[config.mk]
export PLATFORM = sky130hd
export DESIGN_NAME = key_event_queue
export DESIGN_NICKNAME = d
export VERILOG_FILES = /design/src/rtl/key_event_pkg.sv /design/src/rtl/key_debounce.sv /design/src/rtl/key_event_queue.sv
export SDC_FILE = /design/constraint.sdc
export NUM_CORES = 1
export LEC_CHECK = 0
export ABC_AREA = 0
export BUFFER_PORTS_ARGS = -buffer_cell sky130_fd_sc_hd__buf_2
export CORE_MARGIN = 1
export CORE_UTILIZATION = 60
export CTS_BUF_LIST = sky130_fd_sc_hd__clkbuf_4 sky130_fd_sc_hd__clkbuf_8 sky130_fd_sc_hd__clkbuf_16
export DETAILED_ROUTE_END_ITERATION = 10
export PLACE_DENSITY = 0.74
export SYNTH_ARGS = -nofsm -noshare
export SYNTH_HDL_FRONTEND = slang
export SYNTH_HIERARCHICAL = 1
export SYNTH_SLANG_ARGS = --single-unit
[constraint.sdc]
create_clock -name clock -period 2.63 [get_ports clock]
set_input_delay 0.526 -clock clock [delete_from_list [all_inputs] [get_ports clock]]
set_output_delay 0.526 -clock clock [all_outputs]
set_load 0.01 [all_outputs]
[src/rtl/key_event_pkg.sv]
// Shared types for the front-panel key event path.
package key_event_pkg;

    localparam int unsigned NUM_KEYS = 8;
    localparam int unsigned KEY_W    = 3;

    typedef struct packed {
        logic             press;
        logic [KEY_W-1:0] key;
    } key_event_t;

endpackage

[src/rtl/key_debounce.sv]
// One key: 2-flop synchronizer plus stability counter producing a debounced level.
module key_debounce #(
    parameter int unsigned DEBOUNCE_CYCLES = 50000
) (
    input  logic clock,
    input  logic reset,
    input  logic key_raw,
    output logic level,
    output logic change_c
);

    localparam int unsigned CNT_W = (DEBOUNCE_CYCLES > 1) ? $clog2(DEBOUNCE_CYCLES) : 1;
    localparam logic [CNT_W-1:0] CNT_LAST = CNT_W'(DEBOUNCE_CYCLES - 1);

    logic             sync_q1;
    logic             sync_q2;
    logic [CNT_W-1:0] cnt;

    // Fires on the edge where the count would reach DEBOUNCE_CYCLES.
    assign change_c = (sync_q2 != level) && (cnt == CNT_LAST);

    always_ff @(posedge clock) begin
        if (reset) begin
            sync_q1 <= 1'b0;
            sync_q2 <= 1'b0;
            cnt     <= '0;
            level   <= 1'b0;
        end else begin
            sync_q1 <= key_raw;
            sync_q2 <= sync_q1;
            if (sync_q2 == level) begin
                cnt <= '0;
            end else if (change_c) begin
                cnt   <= '0;
                level <= ~level;
            end else begin
                cnt <= cnt + CNT_W'(1);
            end
        end
    end

endmodule

[src/rtl/key_event_queue.sv]
// Debounces eight panel keys and queues press/release events in a FWFT FIFO.
module key_event_queue
    import key_event_pkg::*;
#(
    parameter int unsigned DEBOUNCE_CYCLES = 50000,
    parameter int unsigned FIFO_DEPTH      = 8
) (
    input  logic                clock,
    input  logic                reset,
    input  logic [NUM_KEYS-1:0] keys_raw,
    output logic                ev_valid,
    input  logic                ev_ready,
    output logic [KEY_W-1:0]    ev_key,
    output logic                ev_press,
    output logic [NUM_KEYS-1:0] key_state,
    output logic [NUM_KEYS-1:0] toggles,
    output logic                overflow,
    input  logic                clear_overflow
);

    localparam int unsigned AW = $clog2(FIFO_DEPTH);

    logic [NUM_KEYS-1:0] change_c;
    logic [NUM_KEYS-1:0] pending;
    logic [NUM_KEYS-1:0] ptype;
    logic [NUM_KEYS-1:0] pending_nx;
    logic [NUM_KEYS-1:0] ptype_nx;
    logic [NUM_KEYS-1:0] toggles_nx;
    logic                lost_c;
    logic                any_pending_c;
    logic                push_c;
    logic                pop_c;
    logic                full_c;
    logic                empty_c;
    logic [KEY_W-1:0]    push_idx;
    key_event_t          push_data;
    key_event_t          head;

    logic [AW:0]         wr_ptr;
    logic [AW:0]         rd_ptr;
    key_event_t          mem [FIFO_DEPTH];

    for (genvar k = 0; k < NUM_KEYS; k++) begin : g_key
        key_debounce #(
            .DEBOUNCE_CYCLES (DEBOUNCE_CYCLES)
        ) u_debounce (
            .clock    (clock),
            .reset    (reset),
            .key_raw  (keys_raw[k]),
            .level    (key_state[k]),
            .change_c (change_c[k])
        );
    end

    assign empty_c = (wr_ptr == rd_ptr);
    assign full_c  = (wr_ptr[AW] != rd_ptr[AW]) && (wr_ptr[AW-1:0] == rd_ptr[AW-1:0]);
    assign pop_c   = !empty_c && ev_ready;

    // Lowest-index pending arbiter plus pending/type/toggle bookkeeping.
    always_comb begin
        any_pending_c = 1'b0;
        push_idx      = '0;
        push_c        = 1'b0;
        pending_nx    = pending;
        ptype_nx      = ptype;
        toggles_nx    = toggles;
        lost_c        = 1'b0;

        for (int k = NUM_KEYS - 1; k >= 0; k--) begin
            if (pending[k]) begin
                any_pending_c = 1'b1;
                push_idx      = KEY_W'(k);
            end
        end
        push_c = any_pending_c && !full_c;
        if (push_c) begin
            pending_nx[push_idx] = 1'b0;
        end

        for (int k = 0; k < NUM_KEYS; k++) begin
            if (change_c[k]) begin
                // An event leaving this cycle is not lost; only an unsent one is.
                if (pending[k] && !(push_c && (push_idx == KEY_W'(k)))) begin
                    lost_c = 1'b1;
                end
                pending_nx[k] = 1'b1;
                ptype_nx[k]   = ~key_state[k];
                if (!key_state[k]) begin
                    toggles_nx[k] = ~toggles[k];
                end
            end
        end
    end

    assign push_data.press = ptype[push_idx];
    assign push_data.key   = push_idx;

    always_ff @(posedge clock) begin
        if (reset) begin
            pending  <= '0;
            ptype    <= '0;
            toggles  <= '0;
            overflow <= 1'b0;
            wr_ptr   <= '0;
            rd_ptr   <= '0;
            for (int i = 0; i < FIFO_DEPTH; i++) begin
                mem[i] <= '0;
            end
        end else begin
            pending <= pending_nx;
            ptype   <= ptype_nx;
            toggles <= toggles_nx;
            if (clear_overflow) begin
                overflow <= 1'b0;
            end else if (lost_c) begin
                overflow <= 1'b1;
            end
            if (push_c) begin
                mem[wr_ptr[AW-1:0]] <= push_data;
                wr_ptr              <= wr_ptr + (AW+1)'(1);
            end
            if (pop_c) begin
                rd_ptr <= rd_ptr + (AW+1)'(1);
            end
        end
    end

    assign head     = mem[rd_ptr[AW-1:0]];
    assign ev_valid = !empty_c;
    assign ev_key   = head.key;
    assign ev_press = head.press;

endmodule

# Yosys cells after proc, flatten, opt, wreduce, memory -nomap -nowiden
# Memory sizes are Yosys's and may differ from the RTL's. A register that Yosys moved wholly into a read port is not among the register bits.
# Index checks and enable logic that the tools add are counted.
# op_classes
n_addsub	10
n_lt_le_gt_ge	2
n_reduce_logical	73
n_bitwise	26
mux	55
eq_ne	34
# ops
operator	n
16-bit by 1-bit adder with 16-bit output, second input constant	8
16-bit == test, second input constant	8
1-bit two-way mux	40
3-bit two-way mux	11
2-bit AND reduction	16
1-bit logical AND	28
1-bit inverter	24
3-bit OR reduction	8
2-bit nonzero test	8
3-bit == test, second input constant	4
1-bit zero test	10
1-bit != test	9
4-bit by 1-bit adder with 4-bit output, second input constant	2
8-bit AND	1
1-bit == test	8
8-bit two-way mux	1
8-bit inverter	1
3-bit by 2-bit == test with 1-bit output, second input constant	2
4-bit == test	1
3-bit by 4-bit less-than comparator with 1-bit output, second input constant	1
4-bit two-way mux	1
4-bit OR reduction	1
1-bit binary-select mux with 3-bit select	1
1-bit demux with 3-bit select	1
other kinds (5)	5
# totals
register_bits	185
out_inout_bits	22
n_memories	1
mem_bits_rw	32
elab_cells	260
inputBits	12
# memory_table
memory	depth	width	read_ports	rd_ports_with_merged_regs	write_ports	line	rtl
mem	8	4	1	1	8	key_event_queue.sv:41	key_event_t mem [FIFO_DEPTH];

# Longest topological paths before layout
# Gate-level depths: netlist (run 1).
# depth
depth_word	28
depth_mapped	8
mapped_depth_nobuf	8

# By module
# Netlist (run 1), hierarchy kept.
# modules_own_cells
mod	cells_each	n_inst	seq_area_each_um2	area_each_um2
key_debounce	94	8	380.4	857.1
key_event_queue	281	1	1681.6	3078.0

# Worst setup path before layout (run 1)
# OpenSTA, ideal clock, no wires.
# synth_timing
path_type	register to output
start	reg (tool-made name)
end	out ev_key[0]
path_buffers	1
arrival_time_ns	1.555
path_slack_ns	0.549
stages_incl_launch_ff	4
required_time_ns	2.104
cell_sequence	dfxtp_1 -> clkbuf_1 -> mux4_2 -> mux2_2
# synth_rtl
element	line	rtl
to (decl)	key_event_queue.sv:13	output logic [KEY_W-1:0] ev_key,

==> results by group, run 1 <==
Floorplanning
  • Core Box Area: 0.01600 mm^2
  • Initial core utilization: 62.09%
  • Die height: 130.7 um
  • Die Wd: 130.7 um
  • Rows: 46
  • Num ports: 34
  • Die area: 0.01708 mm^2

Logic synthesis
  • Mapped Avg Cell Area: 9.617 um^2
  • Post-Syn Area: 0.009935 mm^2
  • Total nets after synthesis: 1,055
  • Synth Warn #: 6
  • EDFF count, synth: 32
  • Synthesized flop and latch total: 220
  • Seq/Total Area, Yosys: 47.56%
  • Yosys cell types: 57
  • FFs w/ async S/R, synth: 0%
  • Post-Syn Instances: 1,033
  • Synth Flop Type: dfxtp_1

Timing
  • Slew margin rel.: 55.00%
  • F_max: 0.4080 GHz
  • Final hold slack: 0.2021 ns
  • Final Hold Vio Count: 0
  • Unrepaired setup endpoints after global routing: no
  • Final setup violation count: 0
  • Fin crit period: 2.451 ns
  • Final period utilization: 93.19%
  • Pins Over Slew Limit: 0
  • Setup TNS: 0 ns
  • Worst slew pin tran: 0.6750 ns
  • Fin Clk Skew: 0.006432 ns

Detailed routing
  • Vias/cell: 5.516
  • Wire length per cell: 14.14 um
  • Drt total wl: 18,520 um
  • Initial DRT Pass Iterations: 4
  • Via Count: 7,226
  • Residual DRC: 0
  • Initial DRC Count: 279
  • Antenna-violating nets left: 0

Setup path
  • Max incr delay on CP: 0.54 ns
  • Critical path class: reg -> out
  • CP Data Required Time: 2.10 ns
  • Critical Path Fanout Max: 8
  • Crit path DAT: 1.92 ns
  • Slowest-stage cell, CP: mux4_2
  • Crit-path cells: mux4_2, mux2_2, buf_2
  • Worst Setup End Kind: primary output
  • CP startpoint kind: register

Clocking
  • Num CTS Buffers: 23
  • Number of cells upsized or downsized after cts: 1
  • Clock tree root driver cell: clkbuf_16
  • CTS tree: done
  • Worst-case clock buffer depth: 3
  • Cts hold-fix bufs: 0
  • Worst skew pair latency: 0.49 ns
  • Clock transition at path regs: 0.06 ns
  • Clock sink count: 220
  • H-tree depth: 1
  • Setup bufs post-CTS: 0

GRT
  • Overflow after GRT: 0
  • Global Route Usage Sum: 22.29%
  • Global-route wire length before repair: 30,930 um
  • Initial antenna violation count: 1
  • Vias in the first global route: 6,597
  • Largest net degree at the start of global routing: 39

Cells and area
  • Nets: 1,100
  • Non-Filler Instances: 1,310
  • Diode count: 0
  • Synth-to-layout area growth: 12.34%
  • Commonest non-fill, non-tap cell in the layout: nor2_1
  • Share of post-route cells with drive strength above 1: 17.64%
  • Commonest cells after routing, fill and taps aside: nor2_1 (210), dfxtp_1 (187), xnor2_1 (75)
  • Layout fillers: 1,301

Placed design
  • Placed instance count: 1,269
  • RePlAce Congestion: 0.8339
  • IO buf count: 33
  • HPWL Detailed: 12,820 um

Power
  • Worst VDD drop: 0.4366 mV
  • Pwr dens: 629.6 mW/mm^2
  • P_leak: 3.851 nW
  • Total power: 7.027 mW

Outcome
  • Status: finished clean

Run
  • Max Cap Violations: 0

Worst hold path
  • Worst min-delay path category: in -> reg
==> path summary, 6_finish.rpt <==
path | start | end | slack (ns) | depth (start not counted)
max | register | ev_key[0] | 0.18 | 3
min | clear_overflow | overflow | 0.20 | 2
max reg2reg | pending[3] | mem[4][3] | 0.36 | 6
min reg2reg | g_key[7].u_debounce/sync_q1 | g_key[7].u_debounce/sync_q2 | 0.43 | 1
==> cells in the mapped netlist, types with 12 or more instances <==
master / count / area (um^2)
edfxtp_1: 32 / 960.9
nand4_1: 34 / 212.7
or3_1: 16 / 100.1
nor3_1: 32 / 160.2
nor2_1: 210 / 788.3
nand2_1: 34 / 127.6
xor2_1: 47 / 411.6
nand4_2: 16 / 200.2
a21oi_1: 24 / 120.1
nand2b_1: 12 / 75.07
xnor2_1: 75 / 656.9
nor4_1: 25 / 156.4
nand3_1: 42 / 210.2
dfxtp_1: 188 / 3764
inv_1: 39 / 146.4
nor2b_1: 23 / 143.9
==> flip-flops by register name (all words and copies together), names as in the netlist, 8 cells and up, named ones only <==
name / cells
g_key.u_debounce/cnt: 128
g_key.u_debounce/level: 8
g_key.u_debounce/sync_q1: 8
toggles: 8
pending: 8
ptype: 8
g_key.u_debounce/sync_q2: 8
mem: 32
==> worst max-delay path: cells and delay by family, from the launching register on <==
kind / cells / cell delay [ns]
buffers and inverters: 1 / 0.13
flip-flops: 1 / 0.49
multiplexers: 2 / 0.81
==> per-stage QoR <==
step	util (%)	area, um^2	setup WS (ns)
after global routing	69.75	11160	0.06328
after CTS	69.75	11160	0.1400
after global placement	64.46	10310	0.4607
after floorplan	-	9935	0.5493
after detailed placement	64.46	10310	0.3819
final	69.75	11160	0.1791
==> logic make-up after synthesis <==
group / Yosys count / share of synthesized area (%)
fa+ha+maj: 10 / 1.259
flops: 220 / 47.56
simple gates: 509 / 28.09
xor+xnor: 122 / 10.76
compound gates: 93 / 6.700
buf+inv: 61 / 2.746
mux: 18 / 2.897
==> layout make-up <==
type                       instances  area [um^2]  area share [%]
inverter                          39        146.4           1.312
clock buffer                      34        730.7           6.547
multi-input combinational        752         4937           44.24
sequential                       220         4726           42.34
clock inverter                     7        115.1           1.031
timing repair buffer              42        235.2           2.108
tap                              216        270.3           2.422
==> where the power goes <==
group | total [mW] | switching [mW] | internal (mW)
clock network | 3.48 | 1.26 | 2.22
registers | 3.45 | 0.0155 | 3.44
logic | 0.0956 | 0.0608 | 0.0348
==> metal layers <==
layer | vias to the layer above | track usage [%] | part of all wire [%]
li1 | 3711 | - | -
met5 | - | 0 | 0.043
met3 | 22 | 3.583 | 3.6
met1 | 3385 | 29.68 | 47
met4 | 2 | 5.882 | 1.6
met2 | 106 | 37.66 | 48
Note: power is estimated with default switching activity, not from simulation.
==> run 2, diff against run 1 <==
CELL_PAD_IN_SITES_DETAIL_PLACEMENT = 1   (was unset)
CELL_PAD_IN_SITES_GLOBAL_PLACEMENT = 1   (was unset)
CORE_UTILIZATION = 49   (was 60)
MAX_ROUTING_LAYER = met4   (was unset)
PLACE_DENSITY = 0.77   (was 0.74)
==> run 2 against run 1 <==
  * Design area grew 0.70%
  * Global-route usage grew 0.90 points
  * Via count grew 3.8%
  * Combinational power grew 6%
  * Register-to-register slack lost 0.13 ns
  * Critical path type unchanged
  * Highest routed layer is now met4
==> results by group, run 2 (same netlist as run 1, synthesis figures left out) <==
Floorplanning
  • Die Wd: 144.4 um (+10%)
  • Initial core utilization: 50.55% (-12 points)
  • Rows: 51 (+11%)
  • Core Box Area: 0.01965 mm^2 (+23%)
  • Die height: 144.4 um (+10%)
  • Num ports: 34 (unchanged)
  • Die area: 0.02085 mm^2 (+22%)

Detailed routing
  • Drt total wl: 22,670 um (+22%)
  • Vias/cell: 5.504 (-0.22%)
  • Wire length per cell: 16.63 um (+18%)
  • Initial DRT Pass Iterations: 4 (unchanged)
  • Via Count: 7,502 (+3.8%)
  • Antenna-violating nets left: 0 (unchanged)
  • Residual DRC: 0 (unchanged)
  • Initial DRC Count: 333 (+19%)

Timing
  • Slew margin rel.: 52.56% (-2.4 points)
  • Fin crit period: 2.490 ns (+0.03921 ns)
  • Fin Clk Skew: 0.01001 ns (+0.003583 ns)
  • Unrepaired setup endpoints after global routing: no
  • Setup TNS: 0 ns (unchanged)
  • Worst slew pin tran: 0.7114 ns (+0.03647 ns)
  • F_max: 0.4016 GHz (-1.6%)
  • Pins Over Slew Limit: 0 (unchanged)
  • Final period utilization: 94.68% (+1.5 points)
  • Final Hold Vio Count: 0 (unchanged)
  • Final setup violation count: 0 (unchanged)

Clocking
  • Clock sink count: 220 (unchanged)
  • H-tree depth: 1 (unchanged)
  • Number of cells upsized or downsized after cts: 1 (unchanged)
  • Setup bufs post-CTS: 0 (unchanged)
  • Worst-case clock buffer depth: 3 (unchanged)
  • Clock transition at path regs: 0.06 ns (about the same)
  • Clock tree root driver cell: clkbuf_16
  • Cts hold-fix bufs: 0 (unchanged)
  • CTS tree: done
  • Worst skew pair latency: 0.51 ns (+0.02 ns)
  • Num CTS Buffers: 25 (+8.7%)

GRT
  • Overflow after GRT: 0 (unchanged)
  • Global Route Usage Sum: 23.18% (+0.90 points)
  • Vias in the first global route: 7,624 (+16%)
  • Initial antenna violation count: 1 (unchanged)
  • Global-route wire length before repair: 37,910 um (+23%)
  • Largest net degree at the start of global routing: 35 (-10%)

Cells and area
  • Nets: 1,102 (+0.18%)
  • Share of post-route cells with drive strength above 1: 17.87% (+0.23 points)
  • Layout fillers: 2,252 (+73%)
  • Max FFs per register: 128 (unchanged)
  • Largest regs: g_key.u_debounce/cnt x128, mem x32
  • Commonest cells after routing, fill and taps aside: nor2_1 (210), dfxtp_1 (187), xnor2_1 (75)
  • Commonest non-fill, non-tap cell in the layout: nor2_1
  • Most flop-heavy register: g_key.u_debounce/cnt
  • Synth-to-layout area growth: 13.12%
  • Non-Filler Instances: 1,363 (+4.0%)

Outcome
  • Status: finished clean

Placed design
  • IO buf count: 33 (unchanged)
  • HPWL Detailed: 15,310 um (+19%)
  • RePlAce Congestion: 0.8101 (-2.9%)
  • Placed instance count: 1,318 (+3.9%)

Worst hold path
  • Worst min-delay path category: in -> reg

Setup path
  • Critical Path Fanout Max: 8 (unchanged)
  • Critical path class: reg -> out
  • CP Data Required Time: 2.10 ns (about the same)
  • CP startpoint kind: register
  • Crit path DAT: 1.96 ns (+0.04 ns)
  • Reg-to-reg setup timing slack: 0.23 ns (-0.13 ns)
  • Worst Setup End Kind: primary output

Power
  • Worst VDD drop: 0.4598 mV (+5.3%)
  • P_leak: 3.872 nW (+0.54%)
  • Pwr dens: 629.8 mW/mm^2 (about the same)

Run
  • Max Cap Violations: 0 (unchanged)
==> run 2: layout make-up <==
cell class,count,area (um^2),area share [%]
Clock buffer,36,757.0,6.736
Inverter,39,146.4,1.303
Clock inverter,8,90.09,0.8016
Sequential cell,220,4726,42.05
Multi-Input combinational cell,752,4937,43.93
Antenna cell,1,2.502,0.02227
Tap cell,265,331.6,2.950
Timing Repair Buffer,42,247.7,2.204
==> run 2: through the flow <==
stage	util (%)	instance area, um^2	power (mW)	worst slack, ns	hold WS, ns
after floorplan	-	9935	3.586	0.5493	0.4138
after global placement	52.85	10390	3.627	0.4541	0.4190
after global routing	57.18	11240	7.309	0.03109	0.1893
final	57.18	11240	7.078	0.1398	0.2005
after CTS	57.17	11240	7.157	0.1241	0.1831
after detailed placement	52.85	10390	3.632	0.2772	0.4276
==> run 2: report_power, final <==
part	internal (mW)	total, mW	switching, mW
combinational	0.0358	0.101	0.0652
sequential	3.44	3.46	0.0170
clock	2.19	3.52	1.33
total	5.66	7.08	1.42
==> run 2: final timing paths <==
kind,start,endpoint,cells past startpoint
min,clear_overflow,overflow,2
max,register,ev_key[1],3
min reg2reg,g_key[5].u_debounce/sync_q1,g_key[5].u_debounce/sync_q2,1
max reg2reg,wr_ptr[2],mem[6][1],6
==> run 2: layer usage <==
layer  GRT usage (%)  share of wire [%]  vias to the layer above
met5               -                  0                        -
met4           5.873                1.7                        0
met3           2.815                2.7                       32
met2           39.40                 49                       82
met1           29.19                 46                     3668
li1                -                  -                     3720
==> run 2: worst max-delay path, stage by stage, from the launching register on <==
cell and delay [ns]:
dfxtp_2 0.49, mux4_2 0.54, mux2_2 0.28, buf_2 0.14
==> run 3, diff against run 2 <==
ABC_CLOCK_PERIOD_IN_PS = 2900   (was unset)
CORE_UTILIZATION = 53   (was 49)
GPL_TIMING_DRIVEN = 0   (was unset)
PLACE_DENSITY = 0.82   (was 0.77)
clock period = 2.9 ns   (was 2.63 ns; I/O delays follow)
==> run 3 against run 2 <==
  * Design area down 0.60%
  * Setup slack improved by 0.14 ns
  * Combinational power fell by 4%
  * Cell count fell by 1.7%
  * Critical path depth grew 1
  * Non-clock buffer count increased by 12
  * Count of clock-buffer cells in the layout down 6
  * First-iteration DRC count fell by 42%
  * Critical endpoint is now ev_key[2]
  * Largest power group is now sequential cells
==> results by group, run 3 (same netlist as run 1, synthesis figures left out) <==
Clocking
  • Num CTS Buffers: 25 (unchanged)
  • Clock transition at path regs: 0.06 ns (about the same)
  • Setup bufs post-CTS: 0 (unchanged)
  • H-tree depth: 1 (unchanged)
  • CTS tree: done
  • Worst skew pair latency: 0.53 ns (+0.02 ns)
  • Clock sink count: 220 (unchanged)
  • Clock tree root driver cell: clkbuf_16
  • Worst-case clock buffer depth: 3 (unchanged)

Setup path
  • CP startpoint kind: register
  • Slowest-stage cell, CP: mux4_2
  • Worst Path Buf+Inv: 2 (+1)
  • Critical Path Fanout Max: 8 (unchanged)
  • Critical path class: reg -> out
  • Crit-path leading delay family: multiplexers
  • Crit path DAT: 2.04 ns (+0.08 ns)
  • Worst Setup End Kind: primary output
  • Max incr delay on CP: 0.39 ns (-0.15 ns)
  • CP Data Required Time: 2.32 ns (+0.22 ns)
  • Crit-path cells: clkbuf_1, mux4_2, mux2_2, buf_2

Detailed routing
  • Drt total wl: 23,580 um (+4.0%)
  • Antenna-violating nets left: 0 (unchanged)
  • Initial DRC Count: 192 (-42%)
  • Residual DRC: 0 (unchanged)
  • Initial DRT Pass Iterations: 6 (+2)
  • Wire length per cell: 17.59 um (+5.8%)
  • Via Count: 7,663 (+2.1%)
  • Vias/cell: 5.719 (+3.9%)

Timing
  • Final period utilization: 90.37%
  • Worst slew pin tran: 0.8642 ns (+0.1527 ns)
  • Slew margin rel.: 42.39% (-10 points)
  • F_max: 0.3816 GHz
  • Fin Clk Skew: 0.01750 ns (+0.007481 ns)
  • Setup ws final: 0.2792 ns (+0.1393 ns)
  • Unrepaired setup endpoints after global routing: no
  • Final Hold Vio Count: 0 (unchanged)
  • Fin crit period: 2.621 ns
  • Pins Over Slew Limit: 0 (unchanged)
  • Setup TNS: 0 ns (unchanged)
  • Final setup violation count: 0 (unchanged)

Cells and area
  • Max FFs per register: 128 (unchanged)
  • Register area: 0.004726 mm^2 (unchanged)
  • Commonest non-fill, non-tap cell in the layout: nor2_1
  • Share of post-route cells with drive strength above 1: 17.75% (-0.12 points)
  • Synth-to-layout area growth: 12.44%
  • Largest regs: g_key.u_debounce/cnt x128, mem x32
  • Commonest cells after routing, fill and taps aside: nor2_1 (210), dfxtp_1 (187), xnor2_1 (75)
  • Nets: 1,114 (+1.1%)
  • Most flop-heavy register: g_key.u_debounce/cnt
  • Final instance area: 0.01117 mm^2 (-0.60%)
  • Area of the multi-input gates: 0.004937 mm^2 (unchanged)
  • Layout fillers: 2,078 (-7.7%)

GRT
  • Global Route Usage Sum: 26.04% (+2.9 points)
  • Initial antenna violation count: 1 (unchanged)
  • Vias in the first global route: 8,110 (+6.4%)
  • Overflow after GRT: 0 (unchanged)
  • Global-route wire length before repair: 40,010 um (+5.6%)
  • Largest net degree at the start of global routing: 42 (+20%)

Placed design
  • Placed cell area: 0.01039 mm^2 (about the same)
  • IO buf count: 33 (unchanged)
  • HPWL Detailed: 16,270 um (+6.3%)
  • RePlAce Congestion: 0.7890 (-2.6%)
  • Setup Slack @ Placement: 0.1620 ns (-0.1151 ns)

Floorplanning
  • Die Wd: 138.9 um (-3.8%)
  • Rows: 49 (-3.9%)
  • Core Box Area: 0.01815 mm^2 (-7.7%)
  • Initial core utilization: 54.74% (+4.2 points)
  • Num ports: 34 (unchanged)
  • Die area: 0.01930 mm^2 (-7.4%)
  • Die height: 138.9 um (-3.8%)

Worst hold path
  • Worst min-delay path category: in -> reg

Power
  • Total power: 6.230 mW (-12%)
  • P_leak: 3.853 nW (-0.49%)
  • Worst VDD drop: 0.4396 mV (-4.4%)
  • Pwr dens: 557.8 mW/mm^2 (-11%)

Outcome
  • Status: finished clean

Run
  • Max Cap Violations: 0 (unchanged)
run 3: cell count changes in the layout (fill, tap and decap cells not counted), sizes merged:
| cell | before | now |
|---|---|---|
| clkinvlp | 0 | 2 |
| buf | 42 | 47 |
| clkbuf | 36 | 37 |
| clkinv | 6 | 10 |
| bufinv | 2 | 1 |
| inv | 39 | 41 |
run 3: worst paths after layout:
path,startpoint,endpoint,slack (ns),cells after the start
min,clear_overflow,overflow,0.23,2
max reg2reg,wr_ptr[1],mem[4][2],0.40,7
max,register,ev_key[2],0.28,4
min reg2reg,g_key[0].u_debounce/sync_q1,g_key[0].u_debounce/sync_q2,0.44,1
run 3: routing by layer:
layer	share of wire, %	wire length [um]	global-route usage (%)
met1	44	10270	30.50
met2	51	11970	45.96
met3	2.7	640	3.453
met4	2.9	692	8.772
met5	0	0	-
run 3: through the flow:
stage	util [%]	hold slack (ns)	instances
finish	61.56	0.2312	1340
global route	61.56	0.2347	1340
CTS	61.53	0.2147	1339
detailed placement	57.23	0.4288	1295
global placement	57.23	0.4186	1295
floorplan	-	0.4138	1033
run 3: final cells by class:
cell class              count  area share, %
clock buffers              30          6.048
well taps                 229          2.565
multi-input cells         752          44.20
plain buffers              21          1.098
flip-flops and latches    220          42.31
repair buffers             33          1.478
clock inverters            15         0.9745
inverters                  39          1.310
diodes                      1        0.02240
run 3: power by group:
group	internal, mW	switching (mW)	total (mW)
Clock	1.75	1.25	3.00
Sequential	3.12	0.0139	3.13
Combinational	0.0335	0.0638	0.0973
run 3: what timing repair did:
item,4_1_cts,5_1_grt
hold buffers,0,0
gates resized for setup,0,1
setup endpoints to repair,4,1
